## config.mk

```make
export PLATFORM = sky130hd
export DESIGN_NAME = seg_scan_decoder
export DESIGN_NICKNAME = d
export VERILOG_FILES = /design/src/rtl/seg_pkg.sv /design/src/rtl/seg_to_digit.sv /design/src/rtl/seg_scan_decoder.sv
export SDC_FILE = /design/constraint.sdc
export NUM_CORES = 1
export LEC_CHECK = 0
export ABC_AREA = 0
export CAP_MARGIN = 20
export CORE_ASPECT_RATIO = 1.4
export CORE_MARGIN = 2
export CORE_UTILIZATION = 35
export CTS_CLUSTER_SIZE = 14
export DETAILED_ROUTE_END_ITERATION = 8
export GPL_ROUTABILITY_DRIVEN = 0
export PLACE_DENSITY = 0.63
export SLEW_MARGIN = 20
export SYNTH_ARGS = -nofsm -noshare
export SYNTH_HDL_FRONTEND = slang
export SYNTH_HIERARCHICAL = 1
export SYNTH_SLANG_ARGS = --single-unit
```

## constraint.sdc

```tcl
create_clock -name clk -period 4.55 [get_ports clk]
set_input_delay 0.6825 -clock clk [delete_from_list [all_inputs] [get_ports clk]]
set_output_delay 0.6825 -clock clk [all_outputs]
set_load 0.005 [all_outputs]
```

## src/rtl/seg_pkg.sv

```systemverilog
// rtl/seg_pkg.sv - shared 7-segment pattern table and scan decoder FSM states
package seg_pkg;

    // Active-low segment patterns, bit 6 = g ... bit 0 = a
    localparam logic [6:0] SEG_0     = 7'b1000000;
    localparam logic [6:0] SEG_1     = 7'b1111001;
    localparam logic [6:0] SEG_2     = 7'b0100100;
    localparam logic [6:0] SEG_3     = 7'b0110000;
    localparam logic [6:0] SEG_4     = 7'b0011001;
    localparam logic [6:0] SEG_5     = 7'b0010010;
    localparam logic [6:0] SEG_6     = 7'b0000010;
    localparam logic [6:0] SEG_7     = 7'b1111000;
    localparam logic [6:0] SEG_8     = 7'b0000000;
    localparam logic [6:0] SEG_9     = 7'b0011000;
    localparam logic [6:0] SEG_BLANK = 7'b1111111;

    // Nibble written for any pattern outside the 0-9 table
    localparam logic [3:0] DIGIT_INVALID = 4'hF;

    typedef enum logic [1:0] {
        IDLE   = 2'd0,
        SETTLE = 2'd1,
        HELD   = 2'd2
    } scan_state_t;

endpackage

```

## src/rtl/seg_to_digit.sv

```systemverilog
// rtl/seg_to_digit.sv - inverse lookup from active-low segment pattern to digit nibble
module seg_to_digit
    import seg_pkg::*;
(
    input  logic [6:0] seg,
    output logic [3:0] nibble,
    output logic       ok
);

    // Map each legal pattern back to its digit; anything else is flagged invalid
    always_comb begin
        nibble = DIGIT_INVALID;
        ok     = 1'b1;
        case (seg)
            SEG_0:   nibble = 4'd0;
            SEG_1:   nibble = 4'd1;
            SEG_2:   nibble = 4'd2;
            SEG_3:   nibble = 4'd3;
            SEG_4:   nibble = 4'd4;
            SEG_5:   nibble = 4'd5;
            SEG_6:   nibble = 4'd6;
            SEG_7:   nibble = 4'd7;
            SEG_8:   nibble = 4'd8;
            SEG_9:   nibble = 4'd9;
            default: begin
                nibble = DIGIT_INVALID;
                ok     = 1'b0;
            end
        endcase
    end

endmodule

```

## src/rtl/seg_scan_decoder.sv

```systemverilog
// rtl/seg_scan_decoder.sv - deglitching readback of a multiplexed 7-segment display bus
module seg_scan_decoder
    import seg_pkg::*;
#(
    parameter int NUM_DIGITS    = 4,
    parameter int STABLE_CYCLES = 16
) (
    input  logic                    clk,
    input  logic                    rst,
    input  logic [NUM_DIGITS-1:0]   an,
    input  logic [6:0]              seg,
    output logic [4*NUM_DIGITS-1:0] digits,
    output logic [NUM_DIGITS-1:0]   digit_ok,
    output logic                    frame_valid,
    output logic                    pattern_err
);

    localparam int CNT_W = $clog2(STABLE_CYCLES) + 1;
    localparam int LC_W  = $clog2(NUM_DIGITS + 1);

    // Capture fires when the counter shows STABLE_CYCLES-1 equal samples behind
    // the current one; the counter is cleared on the edge that sees the change.
    localparam logic [CNT_W-1:0] CNT_CAPTURE = CNT_W'(STABLE_CYCLES - 2);
    localparam logic [CNT_W-1:0] CNT_MAX     = CNT_W'(STABLE_CYCLES - 1);

    logic [NUM_DIGITS-1:0]   an_s;
    logic [6:0]              seg_s;
    logic [NUM_DIGITS-1:0]   an_p;
    logic [6:0]              seg_p;
    logic [CNT_W-1:0]        cnt;
    scan_state_t             state;

    logic [NUM_DIGITS-1:0]   mask;
    logic [4*NUM_DIGITS-1:0] shadow;
    logic [NUM_DIGITS-1:0]   shadow_ok;

    logic [NUM_DIGITS-1:0]   mask_next;
    logic [4*NUM_DIGITS-1:0] shadow_next;
    logic [NUM_DIGITS-1:0]   shadow_ok_next;

    logic [LC_W-1:0]         low_cnt;
    logic                    blank;
    logic                    single;
    logic                    multi;
    logic                    changed;
    logic                    capture;
    logic                    frame_done;
    logic [3:0]              dec_nibble;
    logic                    dec_ok;

    seg_to_digit u_seg_to_digit (
        .seg    (seg_s),
        .nibble (dec_nibble),
        .ok     (dec_ok)
    );

    // Input sample register, previous sample and saturating stability counter
    always_ff @(posedge clk or posedge rst) begin
        if (rst) begin
            an_s  <= '1;
            seg_s <= SEG_BLANK;
            an_p  <= '1;
            seg_p <= SEG_BLANK;
            cnt   <= '0;
        end else begin
            an_s  <= an;
            seg_s <= seg;
            an_p  <= an_s;
            seg_p <= seg_s;
            if (changed) begin
                cnt <= '0;
            end else if (cnt != CNT_MAX) begin
                cnt <= cnt + CNT_W'(1);
            end
        end
    end

    // Classify the sampled anodes: blank, exactly one position, or several
    always_comb begin
        low_cnt = '0;
        for (int i = 0; i < NUM_DIGITS; i++) begin
            if (!an_s[i]) begin
                low_cnt = low_cnt + LC_W'(1);
            end
        end
    end

    assign blank   = (low_cnt == '0);
    assign single  = (low_cnt == LC_W'(1));
    assign multi   = (low_cnt > LC_W'(1));
    assign changed = (an_s != an_p) || (seg_s != seg_p);
    assign capture = (state == SETTLE) && !blank && !changed && (cnt == CNT_CAPTURE);

    // Next shadow/mask contents if this cycle captures a single-position pattern
    always_comb begin
        mask_next      = mask;
        shadow_next    = shadow;
        shadow_ok_next = shadow_ok;
        if (capture && single) begin
            for (int i = 0; i < NUM_DIGITS; i++) begin
                if (!an_s[i]) begin
                    mask_next[i]          = 1'b1;
                    shadow_next[4*i +: 4] = dec_nibble;
                    shadow_ok_next[i]     = dec_ok;
                end
            end
        end
    end

    assign frame_done = capture && single && (&mask_next);

    // Scan FSM, shadow/mask bookkeeping and registered frame outputs
    always_ff @(posedge clk or posedge rst) begin
        if (rst) begin
            state       <= IDLE;
            mask        <= '0;
            shadow      <= '0;
            shadow_ok   <= '0;
            digits      <= '0;
            digit_ok    <= '0;
            frame_valid <= 1'b0;
            pattern_err <= 1'b0;
        end else begin
            if (blank) begin
                state <= IDLE;
            end else if (changed || state == IDLE) begin
                state <= SETTLE;
            end else if (capture) begin
                state <= HELD;
            end

            shadow      <= shadow_next;
            shadow_ok   <= shadow_ok_next;
            frame_valid <= frame_done;
            pattern_err <= capture && (multi || !dec_ok);

            if (frame_done) begin
                digits   <= shadow_next;
                digit_ok <= shadow_ok_next;
                mask     <= '0;
            end else begin
                mask     <= mask_next;
            end
        end
    end

endmodule
```

==> impl_metrics.py, run 1 <==
metrics = {
    "pwr": {
        "power_leakage_nw": 1.96,
        "p_per_area_mw_per_mm2": 317,
        "p_total_w": 0.00147,
        "vdd_ir_drop_max_uv": 214,
    },
    "clock_tree": {
        "ctsHoldBuffers": 0,
        "cts.sinks": 75,
        "worstSkewPairLatency_ps": 340,
        "cts_tree": "yes",
        "clk_pin_slew_worst_paths_ps": 50,
        "postCtsResizedCells": 0,
        "h-tree-depth": 3,
        "post_cts_buffers": 0,
        "cts_buffer_depth": 2,
        "cts_root_buf": "clkbuf_16",
        "cts_buffers": 9,
    },
    "worst_setup_path": {
        "arrival_ps": 3930,
        "crit_chain": "inv_1 -> ha_1 -> xnor2_1 -> ha_1 -> nor2b_1 -> mux4_2 -> nand2_4 -> nor4b_4 -> buf_4 -> a31oi_1",
        "critical_path_class": "reg -> reg",
        "max_stage_delay_ps": 760,
        "start_kind": "flip-flop",
        "cp-end-kind": "flip-flop",
        "cp.buffers_inverters": 2,
        "crit_slowest_cell": "mux4_2",
        "path_common_cell": "ha_1",
        "cp_top_family": "multiplexers",
        "worstPathRequired_ps": 4750,
        "crit_fanout": 25,
    },
    "routing": {
        "drt_iter0_markers": 223,
        "ant_nets": 0,
        "vias_per_cell": 5.39,
        "dr.pass1.iters": 4,
        "totalWireLength_um": 8670,
        "wl_per_cell_um": 16.6,
        "num_vias": 2826,
        "drc": 0,
    },
    "floorplan": {
        "die_h_um": 131,
        "initial_core_util": 0.357,
        "io_pins": 35,
        "coreArea_sq_mm": 0.0112,
        "rows": 46,
        "die_w_um": 94.4,
        "dieArea_sq_mm": 0.0123,
    },
    "placement": {
        "pre_cts_ws_ps": 835,
        "io_buffers": 34,
        "hpwl_um": 5730,
        "placed_area_sq_mm": 0.00437,
    },
    "final_layout": {
        "antenna_cells": 0,
        "layout-drive-gt1-share": 0.253,
        "fillers": 1082,
        "syn_to_final_growth_pct": 15.3,
        "fin_nets": 394,
        "fin_area_sq_mm": 0.00462,
    },
    "grt": {
        "antenna_found_initial": 0,
        "grt_max_degree": 76,
        "overflow": 0,
        "grt_pass1_wl_um": 14200,
        "grt.total_usage": 0.152,
        "grt_pass1_vias": 2803,
    },
    "yosys": {
        "syn_inst": 353,
        "syn-cell-area_sq_mm": 0.00401,
        "synth.distinct_cells": 59,
        "synthFlopType": "dfrtp_1",
        "syn_area_per_cell_sq_um": 11.4,
        "synth_fp_nets": 372,
        "synth_seq_area_share": 0.475,
        "synth_edf_count": 0,
        "synthArstFlopShare": 1.00,
        "synth-seq-cells": 75,
        "synth_warnings": 6,
    },
    "timing": {
        "period_minus_slack_ps": 3740,
        "setup_slack_ps": 814,
        "final-setup-viol-count": 0,
        "relSlewSlack": 0.364,
        "clock_skew_ps": 6.41,
        "holdWs_ps": 412,
        "worst_slew_pin_slew_ps": 954,
        "rsz0062_at_grt": "false",
        "fin_crit_sh": 0.821,
        "fmax_mhz": 268,
        "finalHoldViolCount": 0,
        "setup_tns_ps": 0,
        "drv_slew": 0,
    },
    "job": {
        "maxCapViolCount": 0,
    },
    "run_status": {
        "outcome": "complete, no violations",
    },
    "worst_hold_path": {
        "hold_class": "reg -> reg",
    },
}
[cell type report]
| cell class | count | area (sq um) | area share |
|---|---|---|---|
| Timing Repair Buffer | 42 | 400 | 0.0866 |
| Tap cell | 144 | 180 | 0.0390 |
| Inverter | 9 | 33.8 | 0.00731 |
| Clock inverter | 3 | 15.0 | 0.00325 |
| Clock buffer | 13 | 240 | 0.0520 |
| Multi-Input combinational cell | 238 | 1850 | 0.400 |
| Sequential cell | 75 | 1900 | 0.412 |
[state kept, by name, indices dropped and copies added (netlist names)]
register     cells
mask             4
seg_p            7
digit_ok         4
shadow          16
frame_valid      1
an_p             4
digits          16
cnt              5
state            2
seg_s            7
shadow_ok        4
an_s             4
pattern_err      1
[metrics by stage]
step | util | cells
2_1_floorplan | - | 353
3_3_place_gp | 0.389 | 508
3_5_place_dp | 0.389 | 508
4_1_cts | 0.412 | 524
5_1_grt | 0.412 | 524
6_report | 0.412 | 524
[per-layer routing]
metal  routed length (um)  up-vias  share of wire  GRT usage
met5                    0        -              0          0
met4                  192        0          0.022     0.0870
met3                  266       14          0.031     0.0224
met2                 4620       49           0.53      0.263
met1                 3590     1425           0.41      0.181
li1                     -     1338              -          -
[worst paths after layout]
check / startpoint / end / slack, ps / cells after the start
setup / recovery: an_s[0] / digits[3] / 810 / 10
hold / removal: an_s[2] / an_p[2] / 410 / 0
setup reg to reg: an_s[0] / digits[3] / 810 / 10
hold reg to reg: an_s[2] / an_p[2] / 410 / 0
max in group asynchronous: rst / shadow[9] / 2980 / 3
min in group asynchronous: rst / mask[0] / 960 / 3
[placed cells by master, fill, tap and decap left out, drive strengths merged, types with 5 or more instances in the layout]
cell type and instances:
dfstp 22, xor2 13, xnor2 5, o21ai 6, nand2 26, dfrtp 53, nor3b 21, nor2b 6
inv 9, nor2 17, nor3 5, clkbuf 13, nor4 5, nand3 22, clkdlybuf4s50 34, buf 8
o31ai 20, a31oi 42, ha 6
[Yosys cell counts (5+ instances only)]
cell     instances  share of area
o31ai_2         12          0.037
nand3_1         22          0.027
o21ai_0          5         0.0062
buf_4            6          0.011
ha_1             6          0.019
o31ai_1          8          0.015
buf_2           10          0.012
nand2_1         25          0.023
xor2_1          12          0.026
inv_1            9         0.0084
xnor2_1          5          0.011
nor2_1          17          0.016
dfrtp_1         53           0.33
buf_6           10          0.028
a31oi_1         42          0.066
nor3b_2         21          0.066
dfstp_2         22           0.14
[cells by family after synthesis]
kind of cell / synth area share
AO/OA/AOI/OAI: 0.159
XOR/XNOR: 0.0412
adder cells (fa/ha/maj): 0.0187
buffers and inverters: 0.0659
flip-flops: 0.475
multiplexers: 0.0140
AND/OR/NAND/NOR: 0.226
[report_power, final]
part / switching, W / total [W] / internal (W)
sequential: 0.0000240 / 0.000712 / 0.000688
clock: 0.000254 / 0.000620 / 0.000366
combinational: 0.0000779 / 0.000134 / 0.0000564
Note: power is estimated with default switching activity, not from simulation.
==> run 2: changes to the inputs <==
==> constraint.sdc (replaced) <==
create_clock -name clk -period 3.5 [get_ports clk]
set_input_delay 0.525 -clock clk [delete_from_list [all_inputs] [get_ports clk]]
set_output_delay 0.525 -clock clk [all_outputs]
set_load 0.005 [all_outputs]
==> run 2 against run 1 <==
Highest routed layer unchanged. Worst hold slack gained 6.1 ps. Die area did not move. Clock-buffer cell count unchanged. Global-route usage is 0.17 points higher. Wire length grew 1.3%. Largest cell class unchanged. Critical path depth up 1. Clock skew increased by 1.5 ps. Cell count up 1.1%.
==> impl_metrics.py, run 2 (synthesis gave the netlist of run 1 again) <==
metrics = {
    "worst_setup_path": {
        "worstPathRequired_ps": 3750,
        "worstReg2RegEnd": "digits[3]",
        "critical_path_class": "reg -> reg",
        "arrival_ps": 3290,
        "timing.rr.start": "an_s[0]",
        "crit_chain": "buf_4 -> ha_1 -> nor2b_1 -> nor2_1 -> ha_1 -> nor2b_1 -> mux4_2 -> nor3b_2 -> buf_4 -> nand3_1 -> a31oi_1",
        "crit_slowest_cell": "dfstp_2",
        "crit_fanout": 20,
        "cp_top_family": "simple AND/OR/NAND/NOR gates",
        "reg2regPathDepth": 11,
        "critical_path.endpoint": "digits[3]",
        "max_stage_delay_ps": 540,
        "crit_cells": 11,
        "cp-end-kind": "flip-flop",
        "rrSetupSlack_ps": 460,
        "crit_start": "an_s[0]",
        "start_kind": "flip-flop",
        "cp.buffers_inverters": 2,
    },
    "worst_hold_path": {
        "hp-start": "seg_s[2]",
        "holdPathStages": 0,
        "hold_class": "reg -> reg",
    },
    "grt": {
        "grt_max_degree": 76,
        "grt.total_usage": 0.154,
        "overflow": 0,
        "antenna_found_initial": 0,
        "grt_pass1_wl_um": 14600,
        "grt_pass1_vias": 2943,
    },
    "timing": {
        "setup_slack_ps": 457,
        "drv_slew": 0,
        "relSlewSlack": 0.382,
        "worst_slew_pin_slew_ps": 928,
        "final-setup-viol-count": 0,
        "fmax_mhz": 329,
        "holdWs_ps": 418,
        "fin_crit_sh": 0.870,
        "rsz0062_at_grt": "false",
        "setup_tns_ps": 0,
        "finalHoldViolCount": 0,
        "clock_skew_ps": 7.91,
        "period_minus_slack_ps": 3040,
    },
    "placement": {
        "io_buffers": 34,
        "pre_cts_ws_ps": 492,
        "hpwl_um": 5840,
    },
    "pwr": {
        "vdd_ir_drop_max_uv": 340,
        "p_int_w": 0.00161,
        "p_sw_frac": 0.230,
        "p_clk_frac": 0.470,
        "power_leakage_nw": 2.01,
        "combPwrFrac": 0.091,
        "p_per_area_mw_per_mm2": 439,
        "power_frac_seq": 0.439,
        "switching_power_w": 0.000480,
    },
    "floorplan": {
        "rows": 46,
        "coreArea_sq_mm": 0.0112,
        "io_pins": 35,
        "die_h_um": 131,
        "initial_core_util": 0.357,
        "die_w_um": 94.4,
        "dieArea_sq_mm": 0.0123,
    },
    "clock_tree": {
        "cts.sinks": 75,
        "h-tree-depth": 3,
        "cts_buffer_depth": 2,
        "post_cts_buffers": 0,
        "ctsHoldBuffers": 0,
        "cts_root_buf": "clkbuf_16",
        "worstSkewPairLatency_ps": 340,
        "cts_tree": "yes",
        "postCtsResizedCells": 0,
        "cts_buffers": 9,
        "clk_pin_slew_worst_paths_ps": 60,
    },
    "routing": {
        "ant_nets": 0,
        "route.met3.wl_um": 332,
        "drc": 0,
        "top_layer_used": "met4",
        "vias_per_cell": 5.49,
        "num_vias": 2911,
        "drt_iter0_markers": 219,
        "totalWireLength_um": 8790,
        "wl_per_cell_um": 16.6,
        "dr.pass1.iters": 4,
        "wl_met1_um": 3530,
        "wl_met2_um": 4800,
    },
    "run_status": {
        "outcome": "complete, no violations",
    },
    "final_layout": {
        "fin_util": 0.423,
        "final_common_cell": "dfrtp_1",
        "antenna_cells": 0,
        "layout-drive-gt1-share": 0.272,
        "fin_nets": 400,
        "fillers": 1057,
        "layout_common_cells": "dfrtp_1, a31oi_1, clkdlybuf4s50_1",
        "syn_to_final_growth_pct": 18.5,
        "top_regs": "digits: 16 flops, shadow: 16 flops",
    },
    "job": {
        "maxCapViolCount": 0,
    },
}
## run 2: per-stage QoR
step                cell area (sq um)  power (W)  instances
floorplan                        4010    0.00108        353
global placement                 4420    0.00112        514
detailed placement               4420    0.00112        514
CTS                              4750    0.00211        530
global route                     4750    0.00216        530
finish                           4750    0.00209        530
## run 2: area by class of cell
type / count / area, sq um / share of cell area
Sequential cell: 75 / 1900 / 0.401
Multi-Input combinational cell: 238 / 1850 / 0.389
Timing Repair Buffer: 48 / 458 / 0.0964
Clock buffer: 13 / 282 / 0.0593
Tap cell: 144 / 180 / 0.0379
Clock inverter: 3 / 42.5 / 0.00896
Inverter: 9 / 33.8 / 0.00711
## run 2: worst min path at each step
stage	to	slack [ps]
floorplan	an_p[3]	350
global placement	seg_p[2]	410
detailed placement	seg_p[2]	410
CTS	seg_p[2]	420
global route	seg_p[2]	430
finish	seg_p[2]	420
## run 2: power groups by stage
| stage | combinational (W) | sequential [W] | clock, W |
|---|---|---|---|
| 6_report | 0.000191 | 0.000915 | 0.000980 |
| 5_1_grt | 0.000209 | 0.000918 | 0.00103 |
| 4_1_cts | 0.000193 | 0.000915 | 0.00100 |
| 3_5_place_dp | 0.000192 | 0.000929 | 0 |
| 3_3_place_gp | 0.000191 | 0.000928 | 0 |
| 2_1_floorplan | 0.000161 | 0.000918 | 0 |
## run 2: per-layer routing
layer | track usage | vias up
met5 | 0 | -
li1 | - | 1348
met2 | 0.271 | 67
met4 | 0.0605 | 0
met1 | 0.184 | 1486
met3 | 0.0321 | 10
==> run 3: changes to the inputs <==
--- a/config.mk
+++ b/config.mk
@@ -14,6 +14,7 @@
 export DETAILED_ROUTE_END_ITERATION = 8
 export GPL_ROUTABILITY_DRIVEN = 0
 export PLACE_DENSITY = 0.63
+export SETUP_SLACK_MARGIN = 0.5
 export SLEW_MARGIN = 20
 export SYNTH_ARGS = -nofsm -noshare
 export SYNTH_HDL_FRONTEND = slang
==> run 3 against run 2 <==
Worst setup slack improved by 160 ps. Total power increased by 0.13%. Sequential share of layout area decreased by 0.98 points. Register-to-register slack improved by 160 ps. Highest routed layer unchanged. Global-route usage decreased by 0.20 points. First-iteration DRC count decreased by 18%. Clock skew decreased by 2.3 ps. Critical path type unchanged. Sequential cell count unchanged. Cell count increased by 1.3%.
==> impl_metrics.py, run 3 (synthesis gave the netlist of run 1 again) <==
metrics = {
    "worst_setup_path": {
        "rrSetupSlack_ps": 610,
        "cp-end-kind": "flip-flop",
        "worstPathRequired_ps": 3700,
        "crit_fanout": 13,
        "crit_slowest_cell": "dfstp_2",
        "max_stage_delay_ps": 560,
        "arrival_ps": 3090,
        "crit_chain": "buf_12 -> ha_1 -> nor2b_2 -> nor2_1 -> ha_1 -> nor2b_1 -> mux4_2 -> nand2_4 -> nor4b_4 -> buf_4 -> a31oi_1",
        "reg2regPathDepth": 11,
        "cp_top_family": "simple AND/OR/NAND/NOR gates",
        "path_common_cell": "ha_1",
        "critical_path_class": "reg -> reg",
        "start_kind": "flip-flop",
        "crit_cells": 11,
        "cp.buffers_inverters": 2,
    },
    "routing": {
        "ant_nets": 0,
        "totalWireLength_um": 9000,
        "dr.pass1.iters": 4,
        "vias_per_cell": 5.41,
        "wl_per_cell_um": 16.8,
        "drt_iter0_markers": 179,
        "drc": 0,
        "num_vias": 2905,
    },
    "grt": {
        "overflow": 0,
        "grt_max_degree": 76,
        "grt_pass1_vias": 2880,
        "antenna_found_initial": 0,
        "grt.total_usage": 0.152,
        "grt_pass1_wl_um": 14500,
    },
    "floorplan": {
        "die_h_um": 131,
        "initial_core_util": 0.357,
        "rows": 46,
        "dieArea_sq_mm": 0.0123,
        "io_pins": 35,
        "coreArea_sq_mm": 0.0112,
        "die_w_um": 94.4,
    },
    "pwr": {
        "switching_power_w": 0.000492,
        "vdd_ir_drop_max_uv": 292,
        "p_int_w": 0.00160,
        "p_per_area_mw_per_mm2": 429,
        "combPwrFrac": 0.102,
        "power_leakage_nw": 2.06,
        "p_sw_frac": 0.236,
        "p_clk_frac": 0.460,
        "power_frac_seq": 0.438,
        "p_total_w": 0.00209,
    },
    "clock_tree": {
        "cts_tree": "yes",
        "worstSkewPairLatency_ps": 330,
        "cts.sinks": 75,
        "cts_buffers": 9,
        "h-tree-depth": 3,
        "cts_buffer_depth": 2,
        "clk_pin_slew_worst_paths_ps": 60,
        "cts_root_buf": "clkbuf_16",
    },
    "final_layout": {
        "layout-drive-gt1-share": 0.305,
        "final_cells": 537,
        "fin_nets": 407,
        "fin_area_sq_mm": 0.00487,
        "final_common_cell": "dfrtp_1",
        "syn_to_final_growth_pct": 21.4,
        "antenna_cells": 0,
        "top_regs": "digits: 16 flops, shadow: 16 flops",
        "layout_common_cells": "dfrtp_1, a31oi_1, clkdlybuf4s50_1",
    },
    "run_status": {
        "outcome": "complete, no violations",
    },
    "placement": {
        "io_buffers": 34,
        "pre_cts_ws_ps": 519,
        "placed_cells": 514,
        "hpwl_um": 5710,
        "placed_area_sq_mm": 0.00442,
    },
    "timing": {
        "setup_slack_ps": 612,
        "clock_skew_ps": 5.64,
        "setup_tns_ps": 0,
        "worst_slew_pin_slew_ps": 934,
        "drv_slew": 0,
        "finalHoldViolCount": 0,
        "rsz0062_at_grt": "false",
        "fmax_mhz": 346,
        "period_minus_slack_ps": 2890,
        "fin_crit_sh": 0.825,
        "final-setup-viol-count": 0,
        "relSlewSlack": 0.377,
    },
    "worst_hold_path": {
        "hold_class": "reg -> reg",
        "holdPathStages": 0,
    },
    "job": {
        "maxCapViolCount": 0,
    },
}
run 3: cell count changes in the layout (fill, tap and decap cells not counted), sizes merged:
cell,before,now
buf,14,21
clkbuf,13,12
clkinv,1,2
clkinvlp,1,0
inv,9,10
run 3: routing by layer:
layer  share of wire  vias to the layer above  track usage
met5               0                        -            0
li1                -                     1362            -
met3           0.043                       17       0.0310
met1            0.42                     1453        0.193
met2            0.52                       73        0.247
met4           0.025                        0       0.0759
run 3: final timing paths:
check,start,to
hold / removal,seg_s[2],seg_p[2]
min in group asynchronous,rst,mask[0]
hold reg to reg,seg_s[2],seg_p[2]
max in group asynchronous,rst,digits[12]
setup / recovery,an_s[0],digits[3]
setup reg to reg,an_s[0],digits[3]
run 3: through the flow:
step | util | hold slack (ps)
final | 0.434 | 421
after global placement | 0.394 | 412
after floorplan | - | 352
after CTS | 0.422 | 417
after detailed placement | 0.394 | 408
after global routing | 0.434 | 431
run 3: timing repair:
item,CTS,global route
buffers inserted,0,5
hold buffers,0,0
cloned,0,2
setup endpoints to repair,1,33
pin swaps,0,1
resized for setup,1,19
hold endpoints to repair,0,0
run 3: final cells by class:
class | count | area, sq um
Clock buffer | 12 | 267
Clock inverter | 4 | 46.3
Fill cell | 1058 | 6360
Inverter | 9 | 33.8
Multi-Input combinational cell | 238 | 1890
Sequential cell | 75 | 1900
Tap cell | 144 | 180
Timing Repair Buffer | 55 | 542
run 3: power groups by stage:
| stage | registers [W] | clock network (W) | logic, W |
|---|---|---|---|
| 6_report | 0.000915 | 0.000961 | 0.000212 |
| 5_1_grt | 0.000917 | 0.00101 | 0.000233 |
| 4_1_cts | 0.000914 | 0.000977 | 0.000193 |
| 3_5_place_dp | 0.000929 | 0 | 0.000192 |
| 3_3_place_gp | 0.000928 | 0 | 0.000190 |
| 2_1_floorplan | 0.000918 | 0 | 0.000161 |
